`src/rtl/cfg_seq_pkg.sv`:
```
// Shared types and constants for the config write sequencer.
// The unchanged-nibble skip option is selected with CFG_SEQ_SKIP_UNCHANGED_EN.
package cfg_seq_pkg;

    typedef enum logic [1:0] {
        IDLE  = 2'd0,
        WRITE = 2'd1,
        FLUSH = 2'd2
    } cfg_seq_state_t;

    // bit7=1 tells the config register there is no write this cycle
    localparam logic [7:0]  CFG_IDLE_BYTE    = 8'h80;
    localparam logic [31:0] CFG_DEFAULT_WORD = 32'hBBFC_0000;
    localparam int          NIBBLES          = 8;

    // Write byte format understood by the config register: {0, addr, nibble}
    function automatic logic [7:0] mk_wr_byte(input logic [2:0] addr, input logic [3:0] nib);
        return {1'b0, addr, nib};
    endfunction

endpackage

```
`src/rtl/cfg_rr_arbiter.sv`:
```
// Combinational round-robin arbiter: picks the first set request at or
// after ptr, wrapping modulo NUM_REQ.
module cfg_rr_arbiter
    import cfg_seq_pkg::*;
#(
    parameter int NUM_REQ = 2
) (
    input  logic [NUM_REQ-1:0] req,
    input  logic [2:0]         ptr,
    output logic [NUM_REQ-1:0] gnt,
    output logic [2:0]         gnt_idx,
    output logic               gnt_any
);

    // Two passes: indices at/after ptr first, then the wrapped low indices.
    always_comb begin
        gnt     = '0;
        gnt_idx = '0;
        gnt_any = 1'b0;
        for (int i = 0; i < NUM_REQ; i++) begin
            if (!gnt_any && (i >= int'(ptr)) && req[i]) begin
                gnt_any = 1'b1;
                gnt[i]  = 1'b1;
                gnt_idx = 3'(i);
            end
        end
        for (int i = 0; i < NUM_REQ; i++) begin
            if (!gnt_any && req[i]) begin
                gnt_any = 1'b1;
                gnt[i]  = 1'b1;
                gnt_idx = 3'(i);
            end
        end
    end

endmodule

```
`src/rtl/config_write_sequencer.sv`:
```
// Shares the config register nibble-write port among NUM_REQ requesters.
// A granted 32-bit word is serialised as eight {0,addr,nibble} bytes and
// one flush byte; shadow_cfg tracks the committed register value.
// Optional feature: CFG_SEQ_SKIP_UNCHANGED_EN suppresses writes of nibbles
// that already match the shadow (slot timing is unchanged).
//
// Handshake: req_valid[i] may rise or fall at any time before grant. A
// request is accepted in the IDLE cycle where req_ready[i] is high; the
// word on req_data[i] is sampled at that clock edge only. req_ready is
// one-hot or zero, and zero whenever a word is in flight.
module config_write_sequencer
    import cfg_seq_pkg::*;
#(
    parameter int          NUM_REQ     = 2,
    parameter logic [31:0] CFG_DEFAULT = CFG_DEFAULT_WORD
) (
    input  logic                   clk,
    input  logic                   rst,
    input  logic [NUM_REQ-1:0]     req_valid,
    input  logic [32*NUM_REQ-1:0]  req_data,
    output logic [NUM_REQ-1:0]     req_ready,
    output logic [7:0]             cfg_byte_out,
    output logic                   busy,
    output logic                   done,
    output logic [2:0]             done_id,
    output logic [31:0]            shadow_cfg,
    output logic [1:0]             state_dbg
);

    cfg_seq_state_t state_q, state_d;
    logic [2:0]     idx_q, idx_d;
    logic [31:0]    word_q;
    logic [2:0]     id_q;
    logic [2:0]     rr_ptr;
    logic [7:0]     last_wr_q;

    logic [NUM_REQ-1:0] arb_gnt;
    logic [2:0]         arb_idx;
    logic               arb_any;
    logic [31:0]        req_word;

    logic [7:0] byte_d;
    logic       busy_d;
    logic       done_d;
    logic       grant;

    cfg_rr_arbiter #(.NUM_REQ(NUM_REQ)) u_arb (
        .req     (req_valid),
        .ptr     (rr_ptr),
        .gnt     (arb_gnt),
        .gnt_idx (arb_idx),
        .gnt_any (arb_any)
    );

    assign req_ready = (state_q == IDLE) ? arb_gnt : '0;
    assign state_dbg = state_q;

    // Byte for nibble slot a of word w; an unchanged nibble may become a no-write
    function automatic logic [7:0] nib_byte(input logic [31:0] w, input logic [2:0] a);
        logic [3:0] n;
        n = w[{a, 2'b00} +: 4];
`ifdef CFG_SEQ_SKIP_UNCHANGED_EN
        if (n == shadow_cfg[{a, 2'b00} +: 4]) begin
            return CFG_IDLE_BYTE;
        end
`endif
        return mk_wr_byte(a, n);
    endfunction

    // Select the granted requester's word
    always_comb begin
        req_word = '0;
        for (int i = 0; i < NUM_REQ; i++) begin
            if (arb_gnt[i]) begin
                req_word = req_data[32*i +: 32];
            end
        end
    end

    // Next state and next registered outputs; the output register shows the
    // byte for the slot the FSM is entering, so byte k lands at t+1+k.
    always_comb begin
        state_d = state_q;
        idx_d   = idx_q;
        byte_d  = CFG_IDLE_BYTE;
        busy_d  = 1'b0;
        done_d  = 1'b0;
        grant   = 1'b0;
        case (state_q)
            IDLE: begin
                if (arb_any) begin
                    grant   = 1'b1;
                    state_d = WRITE;
                    idx_d   = 3'd0;
                    byte_d  = nib_byte(req_word, 3'd0);
                    busy_d  = 1'b1;
                end
            end
            WRITE: begin
                busy_d = 1'b1;
                if (idx_q == 3'(NIBBLES - 1)) begin
                    state_d = FLUSH;
                    byte_d  = last_wr_q;
                    done_d  = 1'b1;
                end else begin
                    idx_d  = idx_q + 3'd1;
                    byte_d = nib_byte(word_q, idx_q + 3'd1);
                end
            end
            FLUSH: begin
                state_d = IDLE;
            end
            default: begin
                state_d = IDLE;
            end
        endcase
    end

    // FSM state, slot counter and registered outputs
    always_ff @(posedge clk or posedge rst) begin
        if (rst) begin
            state_q      <= IDLE;
            idx_q        <= 3'd0;
            cfg_byte_out <= CFG_IDLE_BYTE;
            busy         <= 1'b0;
            done         <= 1'b0;
            done_id      <= 3'd0;
        end else begin
            state_q      <= state_d;
            idx_q        <= idx_d;
            cfg_byte_out <= byte_d;
            busy         <= busy_d;
            done         <= done_d;
            if (done_d) begin
                done_id <= id_q;
            end
        end
    end

    // Grant capture, round-robin pointer and last-written byte tracking
    always_ff @(posedge clk or posedge rst) begin
        if (rst) begin
            word_q    <= CFG_DEFAULT;
            id_q      <= 3'd0;
            rr_ptr    <= 3'd0;
            last_wr_q <= CFG_IDLE_BYTE;
        end else if (grant) begin
            word_q    <= req_word;
            id_q      <= arb_idx;
            rr_ptr    <= (arb_idx == 3'(NUM_REQ - 1)) ? 3'd0 : arb_idx + 3'd1;
            last_wr_q <= byte_d;
        end else if (state_d == WRITE && !byte_d[7]) begin
            last_wr_q <= byte_d;
        end
    end

    // Shadow follows the register: updated as the flush byte is applied
    always_ff @(posedge clk or posedge rst) begin
        if (rst) begin
            shadow_cfg <= CFG_DEFAULT;
        end else if (state_q == FLUSH) begin
            shadow_cfg <= word_q;
        end
    end

endmodule

```
`config.mk`:
```
export PLATFORM = sky130hd
export DESIGN_NAME = config_write_sequencer
export DESIGN_NICKNAME = d
export VERILOG_FILES = /design/src/rtl/cfg_seq_pkg.sv /design/src/rtl/cfg_rr_arbiter.sv /design/src/rtl/config_write_sequencer.sv
export SDC_FILE = /design/constraint.sdc
export NUM_CORES = 1
export LEC_CHECK = 0
export ABC_AREA = 1
export CAP_MARGIN = 20
export CORE_ASPECT_RATIO = 1.1
export CORE_MARGIN = 1.5
export CORE_UTILIZATION = 35
export CTS_CLUSTER_DIAMETER = 120
export CTS_CLUSTER_SIZE = 16
export DETAILED_ROUTE_END_ITERATION = 6
export SLEW_MARGIN = 5
export SYNTH_ARGS = -nofsm -noshare
export SYNTH_HDL_FRONTEND = slang
export SYNTH_SLANG_ARGS = --single-unit
export TNS_END_PERCENT = 10
```
`constraint.sdc`:
```
create_clock -name clk -period 6.19 [get_ports clk]
set_input_delay 0.9285 -clock clk [delete_from_list [all_inputs] [get_ports clk]]
set_output_delay 0.9285 -clock clk [all_outputs]
set_load 0.05 [all_outputs]
```
==> results.md, run 1 <==
- FMAX: around 260 MHz
- Overall die height: between 100 and 150 microns
- Clock group share of total power: 17.2%
- Clock buffer depth: 2
- Final instance area: 0.00564 sq mm
- Top post-synthesis cells by area: dfrtp_1, dfstp_2, nand2_1
- Fillers: 1087
- Type of origin of the critical path: input port
- Core Footprint: ~0.011 sq mm
- Yosys cell types: 26
- Total Routing Usage GR: a little under a fifth
- Final net count: 640
- Starting Density: a little over a third
- Clock skew: a little over 0.005 ns
- DP Wirelength: between 7000 and 8000 microns
- Reg power frac: 32.7%
- Fin crit period: approximately 3.8 ns
- DRT met1 WL: approximately 4700 microns
- Post_cts resized: 0
- Max-cap check violation count: 0
- Antenna cells: 0
- Vias per cell: between 4 and 5
- Net Sw Power: 0.00151 W
- First-pass GRT wire length: between 15000 and 20000 microns
- WL per Instance: about 15 microns
- H-tree Lvls: 3
- Power Density: approximately 600 mW/mm^2
- Critical Path Sink Type: output port
- Avg Synthesized Cell Area: about 8.7 sq um
- VDD IR max: around 0.22 mV
- Critical Path AT: approximately 2.9 ns
- Die width: ~110 microns
- Cell row count: just over 40
- Clock root cell: clkbuf_16
- Worst Hold Class: flip-flop to flip-flop
- Combinational group share of total power: ~50%
- Total die area: between 0.01 and 0.015 sq mm
- Crit-path max FO: 34
- Routed wl met2: approximately 5200 microns
- Slew Limit Fails: 0
- Non-filler instance count after layout: roughly 730
- Fraction of layout cells with a size suffix above 1: approximately a tenth
- Crit-path cells: clkdlybuf4s50_1 -> buf_4 -> nand2_2 -> nand2_1 -> nor2_1 -> clkdlybuf4s50_1
- Internal power: 0.00187 W
- Final Hold Viols: 0
- Part of the cycle the worst path needs: just over 60%
- Post-DP Area: 0.00529 sq mm
- Leakage power: about 2.5 nW
- Number of buffers added on ports: around 110
- DRC viols: 0
- Met3 routed WL: around 460 microns
- Drt initial violations: 201
- Kind of critical path: input port to output port
- Num CTS Buffers: 9
- Sequential share of the synthesized area: 55.6%
- Cell with the most instances after synthesis: nand2_1
- Via count: 3499
- DR top layer: met4
- Worst-Skew Late Latency: 0.34 ns
- CP bufs+invs: 3
- Largest net degree at the start of global routing: 74
- Post-synth top area share: roughly two fifths
- Clock transition at path regs: 0.06 ns
- Worst Max-Slew Pin Slew: 0.983 ns
- Outcome: finished, final reports clean
- Post-synth EDFFs: 0
- Worst Path Required: ~5.3 ns
- Sw Ratio: 44.7%
- Syn Std Cell Area: 0.00411 sq mm
- Cells after synthesis: 470
- Unrepaired setup endpoints after global routing: false
- Number of global-route vias before repair: between 3000 and 4000
- Worst slew margin: between 30% and 40%
- Synth-to-Final Area Change: 37.3%
- Final WL: between 10000 and 15000 microns
- Critical path's slowest cell: clkdlybuf4s50_1
- IO Count: ~120
- DRT antenna net count: 0
- Synth area leader: dfrtp_1
- Prevailing post-synth register cell: dfrtp_1
- Post-synth top cells: nand2_1, dfrtp_1, inv_1, nand3_1, o21ai_0
- Placed insts: ~710
- Number of synthesized register bits: 90
- Setup_tns: 0 ns
- Largest stage delay on the critical path: 0.84 ns
- CTS tree: yes
- GRT overflow: 0
- Largest delay contributor family on the critical path: buffers and inverters
- Yosys warns: 0
- Number of hold buffers added after CTS: 0
- TritonCTS Sinks: 90
- Final setup viols: 0
- Most used cell, CP: clkdlybuf4s50_1
- Drt pass-1 iters: 4
- RePlAce Congestion: between 0.7 and 0.8
- Initial antenna violation count: 0
- Synth async-reset ratio: 100%
- # Post-CTS Setup Buffers: 0
==> kinds of logic (layout without fill, tap and decap cells) <==
kind of cell / after synthesis / count (layout) / synth area share [%]
flip-flops: 90 / 90 / 55.6
buffers and inverters: 75 / 179 / 8.28
adder cells (fa/ha/maj): 2 / 2 / 0.609
multiplexers: 8 / 8 / 2.19
other: 1 / 2 / 0.0912
AO/OA/AOI/OAI: 80 / 80 / 11.2
AND/OR/NAND/NOR: 214 / 214 / 22.1
==> flip-flops by register name, indices dropped and copies added (netlist names) <==
signal / count
shadow_cfg: 32
busy: 1
rr_ptr: 1
done: 1
state_dbg: 2
idx_q: 3
word_q: 32
last_wr_q: 8
cfg_byte_out: 8
done_id: 1
id_q: 1
==> layout make-up <==
class	count	area (sq um)	share of cell area, %
Clock buffer	11	243	4.30
Clock inverter	5	77.6	1.38
Inverter	46	174	3.08
Multi-Input combinational cell	306	1490	26.4
Sequential cell	90	2280	40.5
Tap cell	150	188	3.33
Timing Repair Buffer	117	1180	21.0
==> per-stage QoR <==
step | hold slack (ns) | setup WS (ns) | util (%) | power, W
floorplan | 0.437 | 2.97 | - | 0.00227
global placement | 0.462 | 1.81 | 46.3 | 0.00277
detailed placement | 0.466 | 1.73 | 46.3 | 0.00280
CTS | 0.483 | 1.73 | 49.1 | 0.00339
global route | 0.498 | 2.30 | 49.3 | 0.00360
finish | 0.483 | 2.38 | 49.3 | 0.00338
==> worst min-delay path, cell delays in order, from the launching register on <==
cell and delay, ns:
dfrtp_1 0.34, nand2_1 0.05, o21ai_0 0.06
==> power by group through the flow <==
stage / Sequential (W) / Combinational [W] / Clock, W
2_1_floorplan: 0.00153 / 0.000736 / 0
3_3_place_gp: 0.00111 / 0.00166 / 0
3_5_place_dp: 0.00112 / 0.00168 / 0
4_1_cts: 0.00111 / 0.00169 / 0.000592
5_1_grt: 0.00114 / 0.00185 / 0.000614
6_report: 0.00110 / 0.00169 / 0.000582
==> worst paths after layout <==
kind | depth (start not counted) | slack, ns | startpoint | end
setup / recovery | 6 | 2.38 | req_valid[0] | req_ready[1]
hold / removal | 2 | 0.48 | shadow_cfg[11] | shadow_cfg[11]
setup reg to reg | 8 | 3.95 | idx_q[0] | cfg_byte_out[1]
hold reg to reg | 2 | 0.48 | shadow_cfg[11] | shadow_cfg[11]
max in group asynchronous | 3 | 4.15 | rst | word_q[30]
min in group asynchronous | 2 | 0.86 | rst | cfg_byte_out[1]
==> layer usage <==
layer	vias up	track usage [%]
met4	0	8.11
li1	1736	-
met3	21	2.62
met2	96	30.4
met5	-	0
met1	1646	23.1
==> layout by cell type (no fill, tap or decap), types with 3 or more instances in the layout <==
| cell | n |
|---|---|
| o211ai_1 | 6 |
| a31oi_1 | 28 |
| dfstp_2 | 26 |
| a21oi_1 | 3 |
| dfrtp_1 | 64 |
| o21bai_1 | 3 |
| inv_1 | 45 |
| nand2_1 | 123 |
| o21ai_0 | 37 |
| nor2_1 | 36 |
| clkinv_2 | 3 |
| nand3_1 | 46 |
| mux2_2 | 8 |
| clkdlybuf4s50_1 | 114 |
| clkbuf_16 | 9 |
Power figures use the tool's default switching activity.
==> run 2: changes to the inputs <==
==> constraint.sdc (replaced) <==
create_clock -name clk -period 3.31 [get_ports clk]
set_input_delay 0.4965 -clock clk [delete_from_list [all_inputs] [get_ports clk]]
set_output_delay 0.4965 -clock clk [all_outputs]
set_load 0.05 [all_outputs]
==> results.md, run 2 (same netlist as run 1, synthesis figures left out) <==
- FF+latch area: 0.00228 sq mm (unchanged)
- Part of the cycle the worst path needs: between 70 and 80%
- Antenna cells: 0 (unchanged)
- Non-filler instance count after layout: 728 (+0.41%)
- CTS tree: yes
- Final net count: 643 (+0.47%)
- First-pass GRT wire length: 17600 microns (+3.3%)
- Multi-input logic area: 0.00149 sq mm (unchanged)
- Worst Path Required: 2.81 ns (-2.45 ns)
- Post_cts resized: 0 (unchanged)
- Synth-to-Final Area Change: 37.1%
- Drt initial violations: 214 (+6.5%)
- DRC viols: 0 (unchanged)
- Final setup viols: 0 (unchanged)
- TritonCTS Sinks: 90 (unchanged)
- VDD IR max: 0.398 mV (+83%)
- Hold path start: last_wr_q[7]
- Core Footprint: 0.0114 sq mm (unchanged)
- Fin crit period: 2.55 ns
- Unrepaired setup endpoints after global routing: false
- DRT antenna net count: 0 (unchanged)
- Critical path origin: req_valid[0]
- Worst Hold Class: flip-flop to flip-flop
- Outcome: finished, final reports clean
- Clock root cell: clkbuf_16
- GRT overflow: 0 (unchanged)
- FMAX: 392 MHz
- Top Registers: shadow_cfg (32), word_q (32)
- Number of global-route vias before repair: 3456 (+1.9%)
- Initial antenna violation count: 0 (unchanged)
- Critical Path Sink Type: output port
- Worst slew margin: 37.5% (+3.1 points)
- Final Hold Viols: 0 (unchanged)
- RePlAce Congestion: 0.821 (+3.5%)
- Critical Path AT: 2.06 ns (-0.82 ns)
- Fillers: 1101 (+1.3%)
- Worst-Skew Late Latency: 0.35 ns (about the same)
- H-tree Lvls: 3 (unchanged)
- Total die area: 0.0124 sq mm (unchanged)
- Clock skew: 0.0101 ns (+0.00493 ns)
- Slew Limit Fails: 0 (unchanged)
- Critical R2R Launch: idx_q[0]
- Leakage power: 2.54 nW (-0.33%)
- DP Wirelength: 8070 microns (+6.2%)
- Total Routing Usage GR: 18.5% (+0.53 points)
- Commonest non-fill, non-tap cell in the layout: nand2_1
- Crit-path max FO: 14 (-59%)
- Clock buffer depth: 2 (unchanged)
- Max-cap check violation count: 0 (unchanged)
- Overall die height: 117 microns (unchanged)
- Starting Density: 35.9% (unchanged)
- Final WL: 10800 microns (+1.4%)
- Worst Max-Slew Pin Slew: 0.935 ns (-0.0485 ns)
- Type of origin of the critical path: input port
- Placed insts: 712 (+0.56%)
- WL per Instance: 14.8 microns (+0.94%)
- Number of hold buffers added after CTS: 0 (unchanged)
- # Post-CTS Setup Buffers: 0 (unchanged)
- Via count: 3520 (+0.60%)
- IO Count: 117 (unchanged)
- Drt pass-1 iters: 6 (+2)
- Fraction of layout cells with a size suffix above 1: 11.2% (+0.81 points)
- Die width: 106 microns (unchanged)
- Cell row count: 41 (unchanged)
- Vias per cell: 4.84 (+0.19%)
- Number of buffers added on ports: 114 (unchanged)
- Largest net degree at the start of global routing: 57 (-23%)
- Num CTS Buffers: 9 (unchanged)
- Kind of critical path: input port to output port
- Setup_tns: 0 ns (unchanged)
- Power Density: 1100 mW/mm^2 (+83%)
- Commonest non-fill, non-tap cells in the layout: nand2_1, clkdlybuf4s50_1, dfrtp_1
- Clock transition at path regs: 0.06 ns (about the same)
-- run 2: layout make-up --
| class | count | share of cell area [%] |
|---|---|---|
| inverter | 46 | 3.09 |
| tap | 150 | 3.33 |
| sequential | 90 | 40.6 |
| multi-input combinational | 306 | 26.5 |
| clock inverter | 6 | 0.866 |
| clock buffer | 10 | 4.06 |
| timing repair buffer | 120 | 21.6 |
-- run 2: final timing paths --
check	endpoint	slack, ns	cells past startpoint
hold reg to reg	last_wr_q[7]	0.46	2
max in group asynchronous	last_wr_q[7]	2.00	3
hold / removal	last_wr_q[7]	0.46	2
setup / recovery	req_ready[1]	0.76	5
setup reg to reg	cfg_byte_out[1]	1.06	8
min in group asynchronous	shadow_cfg[4]	0.56	2
-- run 2: routing by layer --
layer	vias to the layer above	part of all wire [%]	track usage [%]
met4	0	2.6	8.02
met3	20	4.8	3.57
met5	-	0	0
met1	1652	44	24.0
met2	116	49	30.5
li1	1732	-	-
-- run 2: per-stage QoR --
stage | worst slack, ns | total power [W] | instance area (sq um) | util [%] | hold WS (ns)
2_1_floorplan | 0.521 | 0.00424 | 4110 | - | 0.437
3_3_place_gp | 0.779 | 0.00521 | 5360 | 46.8 | 0.446
3_5_place_dp | 0.726 | 0.00526 | 5360 | 46.8 | 0.459
4_1_cts | 0.777 | 0.00624 | 5630 | 49.3 | 0.468
5_1_grt | 0.613 | 0.00662 | 5630 | 49.3 | 0.483
6_report | 0.756 | 0.00618 | 5630 | 49.3 | 0.464
-- run 2: critical path: stages --
cell and delay, ns:
clkdlybuf4s50_1 0.75, nand2_2 0.24, nand2_1 0.11, nor2_1 0.27
buf_12 0.18
-- run 2: power breakdown --
part / leakage (nW) / switching, W / internal (W)
Combinational: 1.36 / 0.00209 / 0.00108
Clock: 0.126 / 0.000437 / 0.000517
Sequential: 1.05 / 0.000316 / 0.00174
Total: 2.54 / 0.00284 / 0.00334
==> run 3: changes to the inputs <==
==> constraint.sdc (replaced) <==
create_clock -name clk -period 2.1 [get_ports clk]
set_input_delay 0.315 -clock clk [delete_from_list [all_inputs] [get_ports clk]]
set_output_delay 0.315 -clock clk [all_outputs]
set_load 0.05 [all_outputs]
==> results.md, run 3 (same netlist as run 1, synthesis figures left out) <==
- Outcome: finished, final reports clean
- Fraction of layout cells with a size suffix above 1: 12.5% (+1.2 points)
- Number of global-route vias before repair: 3548 (+2.7%)
- Vias per cell: 4.83 (-0.10%)
- Part of the cycle the worst path needs: a little over nine tenths
- CP bufs+invs: 1 (-1)
- Post_cts resized: 0 (unchanged)
- IO Count: 117 (unchanged)
- Via count: 3555 (+0.99%)
- Sw Ratio: 45.0% (-0.95 points)
- # Post-CTS Setup Buffers: 0 (unchanged)
- DP Wirelength: 8230 microns (+2.0%)
- Starting Density: 35.9% (unchanged)
- Worst Path Required: 1.78 ns (-1.03 ns)
- Initial antenna violation count: 0 (unchanged)
- Commonest non-fill, non-tap cell in the layout: nand2_1
- Reg2reg setup slack: 0.42 ns (-0.64 ns)
- Critical path's slowest cell: clkdlybuf4s50_1
- Net Sw Power: 0.00447 W (+58%)
- Num CTS Buffers: 9 (unchanged)
- Clock buffer depth: 2 (unchanged)
- Clock root cell: clkbuf_16
- Clock transition at path regs: 0.06 ns (about the same)
- Combinational group share of total power: 51.6% (+0.3 points)
- Worst-Skew Late Latency: 0.34 ns (about the same)
- Total Routing Usage GR: 18.8% (+0.28 points)
- Slew Limit Fails: 0 (unchanged)
- Total die area: 0.0124 sq mm (unchanged)
- TritonCTS Sinks: 90 (unchanged)
- GRT overflow: 0 (unchanged)
- Final Hold Viols: 0 (unchanged)
- Number of hold buffers added after CTS: 0 (unchanged)
- Final net count: 651 (+1.2%)
- DRC viols: 0 (unchanged)
- Worst Hold Class: input port to asynchronous set/reset pin
- Final WL: 11000 microns (+1.8%)
- Unrepaired setup endpoints after global routing: false
- Max-cap check violation count: 0 (unchanged)
- Largest stage delay on the critical path: 0.81 ns (+0.06 ns)
- VDD IR max: 0.718 mV (+81%)
- CTS tree: yes
- H-tree Lvls: 3 (unchanged)
- Top Registers: shadow_cfg (32), word_q (32)
- Commonest non-fill, non-tap cells in the layout: nand2_1, clkdlybuf4s50_1, dfrtp_1
- Worst Max-Slew Pin Slew: 0.515 ns (-0.420 ns)
- Clock skew: 0.00852 ns (-0.00157 ns)
- Synth-to-Final Area Change: 39.4%
- Critical Path AT: 1.70 ns (-0.36 ns)
- Core Footprint: 0.0114 sq mm (unchanged)
- Leakage power: 2.60 nW (+2.4%)
- Crit-path max FO: 2 (-12)
- Number of buffers added on ports: 114 (unchanged)
- Fin crit period: slightly above 2 ns
- Drt initial violations: 195 (-8.9%)
- Type of origin of the critical path: flip-flop
- Internal power: 0.00547 W (+64%)
- Largest net degree at the start of global routing: 59 (+3.5%)
- DRT antenna net count: 0 (unchanged)
- Overall die height: 117 microns (unchanged)
- First-pass GRT wire length: 17700 microns (+0.47%)
- Cell row count: 41 (unchanged)
- Drt pass-1 iters: 4 (-2)
- Antenna cells: 0 (unchanged)
- Setup_tns: 0 ns (unchanged)
- Kind of critical path: flip-flop to output port
- Reg power frac: 32.4% (-0.9 points)
- Final setup viols: 0 (unchanged)
- Worst slew margin: 65.5% (+28 points)
- Clock group share of total power: 16.1% (+0.7 points)
- RePlAce Congestion: 0.819 (-0.27%)
- Critical Path Sink Type: output port
- WL per Instance: 14.9 microns (+0.70%)
- Power Density: 1730 mW/mm^2 (+58%)
- Crit-path cells: clkdlybuf4s50_1
- WHS: 0.398 ns (-0.0657 ns)
- FMAX: 497 MHz
- Die width: 106 microns (unchanged)
- Largest delay contributor family on the critical path: buffers and inverters
## run 3: changes by cell type in the layout (fill, tap and decap cells not counted), sizes merged
cell	delta
inv	-3
buf	+10
clkdlybuf4s50	-2
clkbuf	+3
clkinv	+1
bufinv	+1
clkinvlp	-2
## run 3: per-layer routing
metal  vias to the layer above  part of all wire (%)  global-route usage, %
li1                       1751                     -                      -
met3                        12                   4.9                   2.51
met1                      1686                    44                   24.4
met2                       106                    49                   31.9
met5                         -                     0                      0
met4                         0                   1.9                   8.02
## run 3: per-stage QoR
step | cells | setup WS [ns] | power, W | util, % | cell area [sq um]
3_5_place_dp | 720 | 0.171 | 0.00841 | 47.5 | 5440
3_3_place_gp | 720 | 0.238 | 0.00831 | 47.5 | 5440
5_1_grt | 736 | 0.0545 | 0.0106 | 50.1 | 5730
4_1_cts | 736 | 0.0745 | 0.0100 | 50.1 | 5730
6_report | 736 | 0.0899 | 0.00994 | 50.1 | 5730
2_1_floorplan | 471 | 0.150 | 0.00668 | - | 4120
## run 3: power groups by stage
stage,Combinational [W],Clock [W],Sequential (W)
2_1_floorplan,0.00217,0,0.00451
3_3_place_gp,0.00509,0,0.00323
3_5_place_dp,0.00516,0,0.00325
4_1_cts,0.00517,0.00162,0.00323
5_1_grt,0.00561,0.00168,0.00331
6_report,0.00512,0.00160,0.00322
## run 3: area by class of cell
| cell class | instances | area, sq um |
|---|---|---|
| Fill cell | 1066 | 5710 |
| Sequential cell | 90 | 2280 |
| Multi-Input combinational cell | 306 | 1490 |
| Timing Repair Buffer | 128 | 1300 |
| Clock buffer | 13 | 250 |
| Tap cell | 150 | 188 |
| Inverter | 46 | 176 |
| Clock inverter | 3 | 40.0 |
## run 3: worst reg2reg max path: stages, from the launching register on
cell and delay (ns):
dfrtp_1 0.38, ha_1 0.20, ha_1 0.18, inv_1 0.11, nand2_1 0.12, inv_1 0.17
nor2_4 0.10, inv_1 0.18, o21ai_0 0.11
## run 3: worst paths after layout
kind,start,to,depth (start not counted)
max reg2reg,idx_q[0],last_wr_q[6],8
max in group asynchronous,rst,word_q[22],3
min reg2reg,last_wr_q[7],last_wr_q[7],2
min,rst,cfg_byte_out[2],3
max,shadow_cfg[18],shadow_cfg[18],1
min in group clk,last_wr_q[7],last_wr_q[7],2
